File: config.mk
export PLATFORM = sky130hd
export DESIGN_NAME = audio_dac_tx
export DESIGN_NICKNAME = d
export VERILOG_FILES = /design/src/rtl/audio_if_pkg.sv /design/src/rtl/audio_dac_tx_edge_sync.sv /design/src/rtl/audio_dac_tx.sv
export SDC_FILE = /design/constraint.sdc
export NUM_CORES = 1
export LEC_CHECK = 0
export BUFFER_PORTS_ARGS = -buffer_cell sky130_fd_sc_hd__buf_4
export CELL_PAD_IN_SITES_DETAIL_PLACEMENT = 1
export CELL_PAD_IN_SITES_GLOBAL_PLACEMENT = 2
export CORE_ASPECT_RATIO = 1.2
export CORE_UTILIZATION = 35
export CTS_CLUSTER_SIZE = 10
export DETAILED_ROUTE_END_ITERATION = 10
export PLACE_DENSITY_LB_ADDON = 0.15
export SETUP_SLACK_MARGIN = 0.3
export SYNTH_ARGS = -nofsm -noshare
export SYNTH_HDL_FRONTEND = slang
export SYNTH_HIERARCHICAL = 1
export SYNTH_SLANG_ARGS = --single-unit
File: constraint.sdc
create_clock -name clk -period 3.9 [get_ports clk]
set_clock_uncertainty 0.05 [all_clocks]
set_input_delay 0.585 -clock clk [delete_from_list [all_inputs] [get_ports clk]]
set_output_delay 0.585 -clock clk [all_outputs]
set_load 0.005 [all_outputs]
File: src/rtl/audio_if_pkg.sv
// audio_if_pkg: shared sample and state types for the codec
// audio interface blocks.
package audio_if_pkg;

  localparam int DEF_WIDTH     = 24;
  localparam int DEF_SLOT_BITS = 32;

  typedef logic signed [23:0] sample_t;

  typedef enum logic [1:0] {
    WAIT_SYNC,
    LEFT,
    RIGHT
  } tx_state_t;

endpackage

File: src/rtl/audio_dac_tx_edge_sync.sv
// edge_sync: 2-FF synchroniser for an asynchronous codec clock
// with one-clk rise/fall pulses derived from the synced level.
module edge_sync (
  input  logic clk,
  input  logic rst,
  input  logic d,
  output logic q,
  output logic rise,
  output logic fall
);

  logic [2:0] sr;

  always_ff @(posedge clk) begin
    if (rst) sr <= '0;
    else     sr <= {sr[1:0], d};
  end

  assign q    = sr[1];
  assign rise =  sr[1] & ~sr[2];
  assign fall = ~sr[1] &  sr[2];

endmodule

File: src/rtl/audio_dac_tx.sv
// audio_dac_tx: I2S serialiser slaved to codec bclk/lrclk.
// Build option DAC_TX_HOLD_LAST_EN repeats the last pair on underrun.
module audio_dac_tx
  import audio_if_pkg::*;
#(
  parameter int WIDTH     = DEF_WIDTH,
  parameter int SLOT_BITS = DEF_SLOT_BITS,
  parameter int MIN_SLOT  = 25
) (
  input  logic                    clk,
  input  logic                    rst,
  input  logic                    bclk,
  input  logic                    lrclk,
  input  logic signed [WIDTH-1:0] left_in,
  input  logic signed [WIDTH-1:0] right_in,
  input  logic                    sample_valid,
  output logic                    sample_ready,
  output logic                    dacdat,
  output logic                    next_lrclk_fall,
  output logic                    underrun,
  output logic                    frame_err
);

  localparam int CW = $clog2(SLOT_BITS + 1);
  localparam logic [CW-1:0] CNT_MAX   = CW'(SLOT_BITS);
  localparam logic [CW-1:0] SHORT_LIM = CW'(MIN_SLOT - 1);

  logic b_q_unused, b_rise_unused, bfall;
  logic lr_s, l_rise_unused, lfall;

  edge_sync u_bclk (
    .clk  (clk),
    .rst  (rst),
    .d    (bclk),
    .q    (b_q_unused),
    .rise (b_rise_unused),
    .fall (bfall)
  );

  edge_sync u_lrclk (
    .clk  (clk),
    .rst  (rst),
    .d    (lrclk),
    .q    (lr_s),
    .rise (l_rise_unused),
    .fall (lfall)
  );

  tx_state_t state, state_nx;

  logic             lr_last, primed, hold_full;
  logic [WIDTH-1:0] hold_l, hold_r;
  logic [WIDTH-1:0] sh_l, sh_r, shift;
  logic [CW-1:0]    bit_cnt;
  logic             go, bound, rb, accept;

  assign sample_ready = ~hold_full;
  assign accept = sample_valid & ~hold_full;
  // the lfall that leaves WAIT_SYNC coincides with the first boundary
  assign go    = bfall & ((state != WAIT_SYNC) | lfall);
  assign bound = go & (lr_s != lr_last);
  assign rb    = bound & lr_s;

  always_ff @(posedge clk) begin
    if (rst) state <= WAIT_SYNC;
    else     state <= state_nx;
  end

  always_comb begin
    state_nx = state;
    unique case (state)
      WAIT_SYNC: if (lfall)          state_nx = LEFT;
      LEFT:      if (bfall && lr_s)  state_nx = RIGHT;
      RIGHT:     if (bfall && !lr_s) state_nx = LEFT;
      default:                       state_nx = WAIT_SYNC;
    endcase
  end

  always_ff @(posedge clk) begin
    if (rst) begin
      hold_l          <= '0;
      hold_r          <= '0;
      hold_full       <= 1'b0;
      sh_l            <= '0;
      sh_r            <= '0;
      shift           <= '0;
      bit_cnt         <= '0;
      lr_last         <= 1'b0;
      primed          <= 1'b0;
      dacdat          <= 1'b0;
      next_lrclk_fall <= 1'b0;
      underrun        <= 1'b0;
      frame_err       <= 1'b0;
    end else begin
      next_lrclk_fall <= lfall;
      if (bfall) lr_last <= lr_s;
      if (accept) begin
        hold_l    <= left_in;
        hold_r    <= right_in;
        hold_full <= 1'b1;
      end
      if (bound) begin
        dacdat  <= 1'b0;
        bit_cnt <= '0;
        primed  <= 1'b1;
        // first boundary after sync has no full slot behind it
        if (primed && bit_cnt < SHORT_LIM) frame_err <= 1'b1;
        if (rb) begin
          shift <= sh_r;
        end else if (hold_full) begin
          sh_l      <= hold_l;
          sh_r      <= hold_r;
          shift     <= hold_l;
          hold_full <= 1'b0;
        end else begin
          underrun <= 1'b1;
`ifdef DAC_TX_HOLD_LAST_EN
          shift <= sh_l;
`else
          sh_l  <= '0;
          sh_r  <= '0;
          shift <= '0;
`endif
        end
      end else if (go) begin
        dacdat <= shift[WIDTH-1];
        shift  <= {shift[WIDTH-2:0], 1'b0};
        if (bit_cnt != CNT_MAX) bit_cnt <= bit_cnt + 1'b1;
        if (bit_cnt == CNT_MAX - 1'b1) frame_err <= 1'b1;
      end
    end
  end

endmodule

==> summary.txt <==
Route
  – DRC violations left: 0
  – Vias/cell: 5.385
  – Final ANT Viol Nets: 0
  – Met3 wire len: 390 um
  – Post-Route M1 WL: 6.743 mm
  – Top routing layer used: met4
  – 1st-iter DRT viols: 214
  – Final wirelength: 13.05 mm
  – Vias: 4502
  – Initial DRT Pass Iterations: 5
  – Met2 WL: 5.732 mm
  – Post-DR wirelength/cell: 15.61 um

Worst setup path
  – Cell Chain, Critical Path: nor2b_1, o31ai_4, buf_4, nor2_2, a32o_1
  – Crit path arrival time: 2.62 ns
  – CP Data Required Time: 4.20 ns
  – Worst path top cell family by delay: simple AND/OR/NAND/NOR gates
  – Crit start category: register
  – Worst Setup SP: u_bclk/sr[2]
  – Crit end category: register
  – RR Startpoint: u_bclk/sr[2]
  – Worst Path Class, Setup: reg -> reg
  – Delay of the slowest critical-path stage: 0.76 ns
  – CP Max Fanout: 35
  – Slowest CP cell: nor2_2
  – CP bufs+invs: 1

Global routing
  – Vias in the first global route: 4490
  – Initial antenna violation count: 0
  – First-pass GRT wire length: 22.20 mm
  – Total GRT Usage: 18.42%
  – Gr ovfl total: 0
  – Largest net degree at the start of global routing: 101

Final layout
  – Sequential cell area: 2344 um^2
  – Non-Filler Instances: 836
  – Final #Nets: 703
  – # diodes: 0
  – Synth-to-Final Area Change: 19.31%
  – Multi-input gate area: 2517 um^2
  – Number of filler cells placed in the layout: 1724
  – Layout cells sized above 1: 16.04%

Pwr
  – Flop pwr share: 42.3%
  – Clock share of power: 51.6%
  – Pwr Total: 2.962 mW
  – Cell Int Power: 2.244 mW
  – Switching share of power: 24.25%
  – Power per Cell Area: 480.1 nW/um^2
  – P_sw: 0.7182 mW
  – Comb power frac: 6.1%
  – VDD IR max: 293.5 uV
  – Cell leakage power: 2.339 nW

Die
  – Die H: 135.1 um
  – Initial Util: 35.87%
  – # IOs: 58
  – CORE AREA: 14410 um^2
  – Die area: 15260 um^2
  – Cell row count: 48
  – Die Width: 112.9 um

Placement
  – RD Place Congestion: 0.6948
  – Placed Instances: 804
  – Final HPWL DP: 8.206 mm
  – IO Port Bufs: 57

Clocking
  – Cts hold-fix bufs: 0
  – Clk buf depth: 2
  – TritonCTS clock tree: done
  – CTS Root Cell: clkbuf_16
  – Clock sinks: 117
  – Post-CTS Resized: 0
  – Post-CTS setup buffers: 0
  – H-tree Lvls: 4
  – CTS Buf Count: 17
  – Clk Latency, worst-skew pair: 0.42 ns
  – Worst-path clk slew: 0.06 ns

Timing
  – Final Cycle Share: 59.30%
  – Final Max Slew Viols: 0
  – Final setup viols: 0
  – RSZ-0062 raised after global routing: false
  – Minimum clock period: 2.313 ns
  – TNS Setup: 0 ns
  – Worst-margin pin slew: 1.046 ns
  – Final hold viol count: 0
  – Max-slew headroom: 30.14%
  – Fmax: 0.4324 GHz

Hold path
  – Min-Delay Path Class: in -> reg
  – Worst min-delay path startpoint: bclk

Run status
  – Result of the run: completed

Synth
  – Synth Instances: 624
  – Syn_nets: 679
  – Post-synthesis instance area: 5170 um^2
  – Mapped Avg Cell Area: 8.285 um^2
  – Yosys warning count: 6

Run
  – MaxCap Viol Count: 0
layout by cell type, fill, tap and decap left out, drive strengths merged:
| master | count |
|---|---|
| nor2 | 8 |
| nor2b | 39 |
| and4 | 1 |
| nand4 | 28 |
| a32o | 23 |
| nand2 | 148 |
| a211oi | 1 |
| a211o | 23 |
| o21ba | 2 |
| a2111o | 1 |
| xnor2 | 1 |
| buf | 64 |
| bufinv | 2 |
| nand3b | 3 |
| mux2i | 2 |
| o41ai | 1 |
| or3 | 1 |
| o31a | 1 |
| inv | 6 |
| a31oi | 2 |
| and3 | 1 |
| a21oi | 79 |
| o2111ai | 1 |
| nand2b | 9 |
| o21ai | 27 |
| and3b | 1 |
| o32ai | 2 |
| clkbuf | 17 |
| clkinvlp | 5 |
| or3b | 1 |
| clkinv | 8 |
| a21boi | 1 |
| nand3 | 5 |
| nor3b | 1 |
| o211ai | 25 |
| o31ai | 1 |
| ha | 2 |
| dfxtp | 117 |
| a311oi | 1 |
worst paths after layout:
kind / endpoint / slack (ns) / depth (start not counted)
setup reg to reg: shift[17] / 1.59 / 5
hold / removal: u_bclk/sr[0] / 0.34 / 2
setup / recovery: shift[17] / 1.59 / 5
hold reg to reg: u_bclk/sr[1] / 0.39 / 1
per-stage QoR:
stage	utilization [%]	setup slack (ns)	instance area, um^2	hold slack (ns)
after floorplan	-	2.383	5170	0.3638
after global placement	38.73	1.633	5583	0.3772
after detailed placement	38.73	1.550	5583	0.3874
after CTS	42.80	1.544	6168	0.3374
after global routing	42.80	1.329	6168	0.3336
final	42.80	1.587	6168	0.3405
final cells by class:
cell class                      instances  share of cell area (%)
Clock inverter                         15                   2.596
Clock buffer                           17                   6.897
Multi-Input combinational cell        442                   40.81
Sequential cell                       117                   37.99
Timing Repair Buffer                   64                   7.789
Tap cell                              175                   3.550
Inverter                                6                  0.3651
layer usage:
layer / global-route usage (%) / vias to the layer above
met5: 0 / -
met4: 7.237 / 0
met3: 4.340 / 15
met2: 28.05 / 70
met1: 25.21 / 2154
li1: - / 2263
flip-flops by register name (all words and copies together) (netlist names):
name and count:
bit_cnt 6, dacdat 1, frame_err 1, hold_full 1, hold_l 24, hold_r 24, lr_last 1, next_lrclk_fall 1
primed 1, sh_r 24, shift 24, state 2, u_bclk/sr 3, u_lrclk/sr 3, underrun 1
power by group through the flow:
stage          sequential, mW  clock, mW  combinational [mW]
6_report                 1.25       1.53               0.182
5_1_grt                  1.26       1.62               0.206
4_1_cts                  1.25       1.56               0.186
3_5_place_dp             1.28          0               0.185
3_3_place_gp             1.28          0               0.181
2_1_floorplan            1.27          0               0.120
Power figures use the tool's default switching activity.
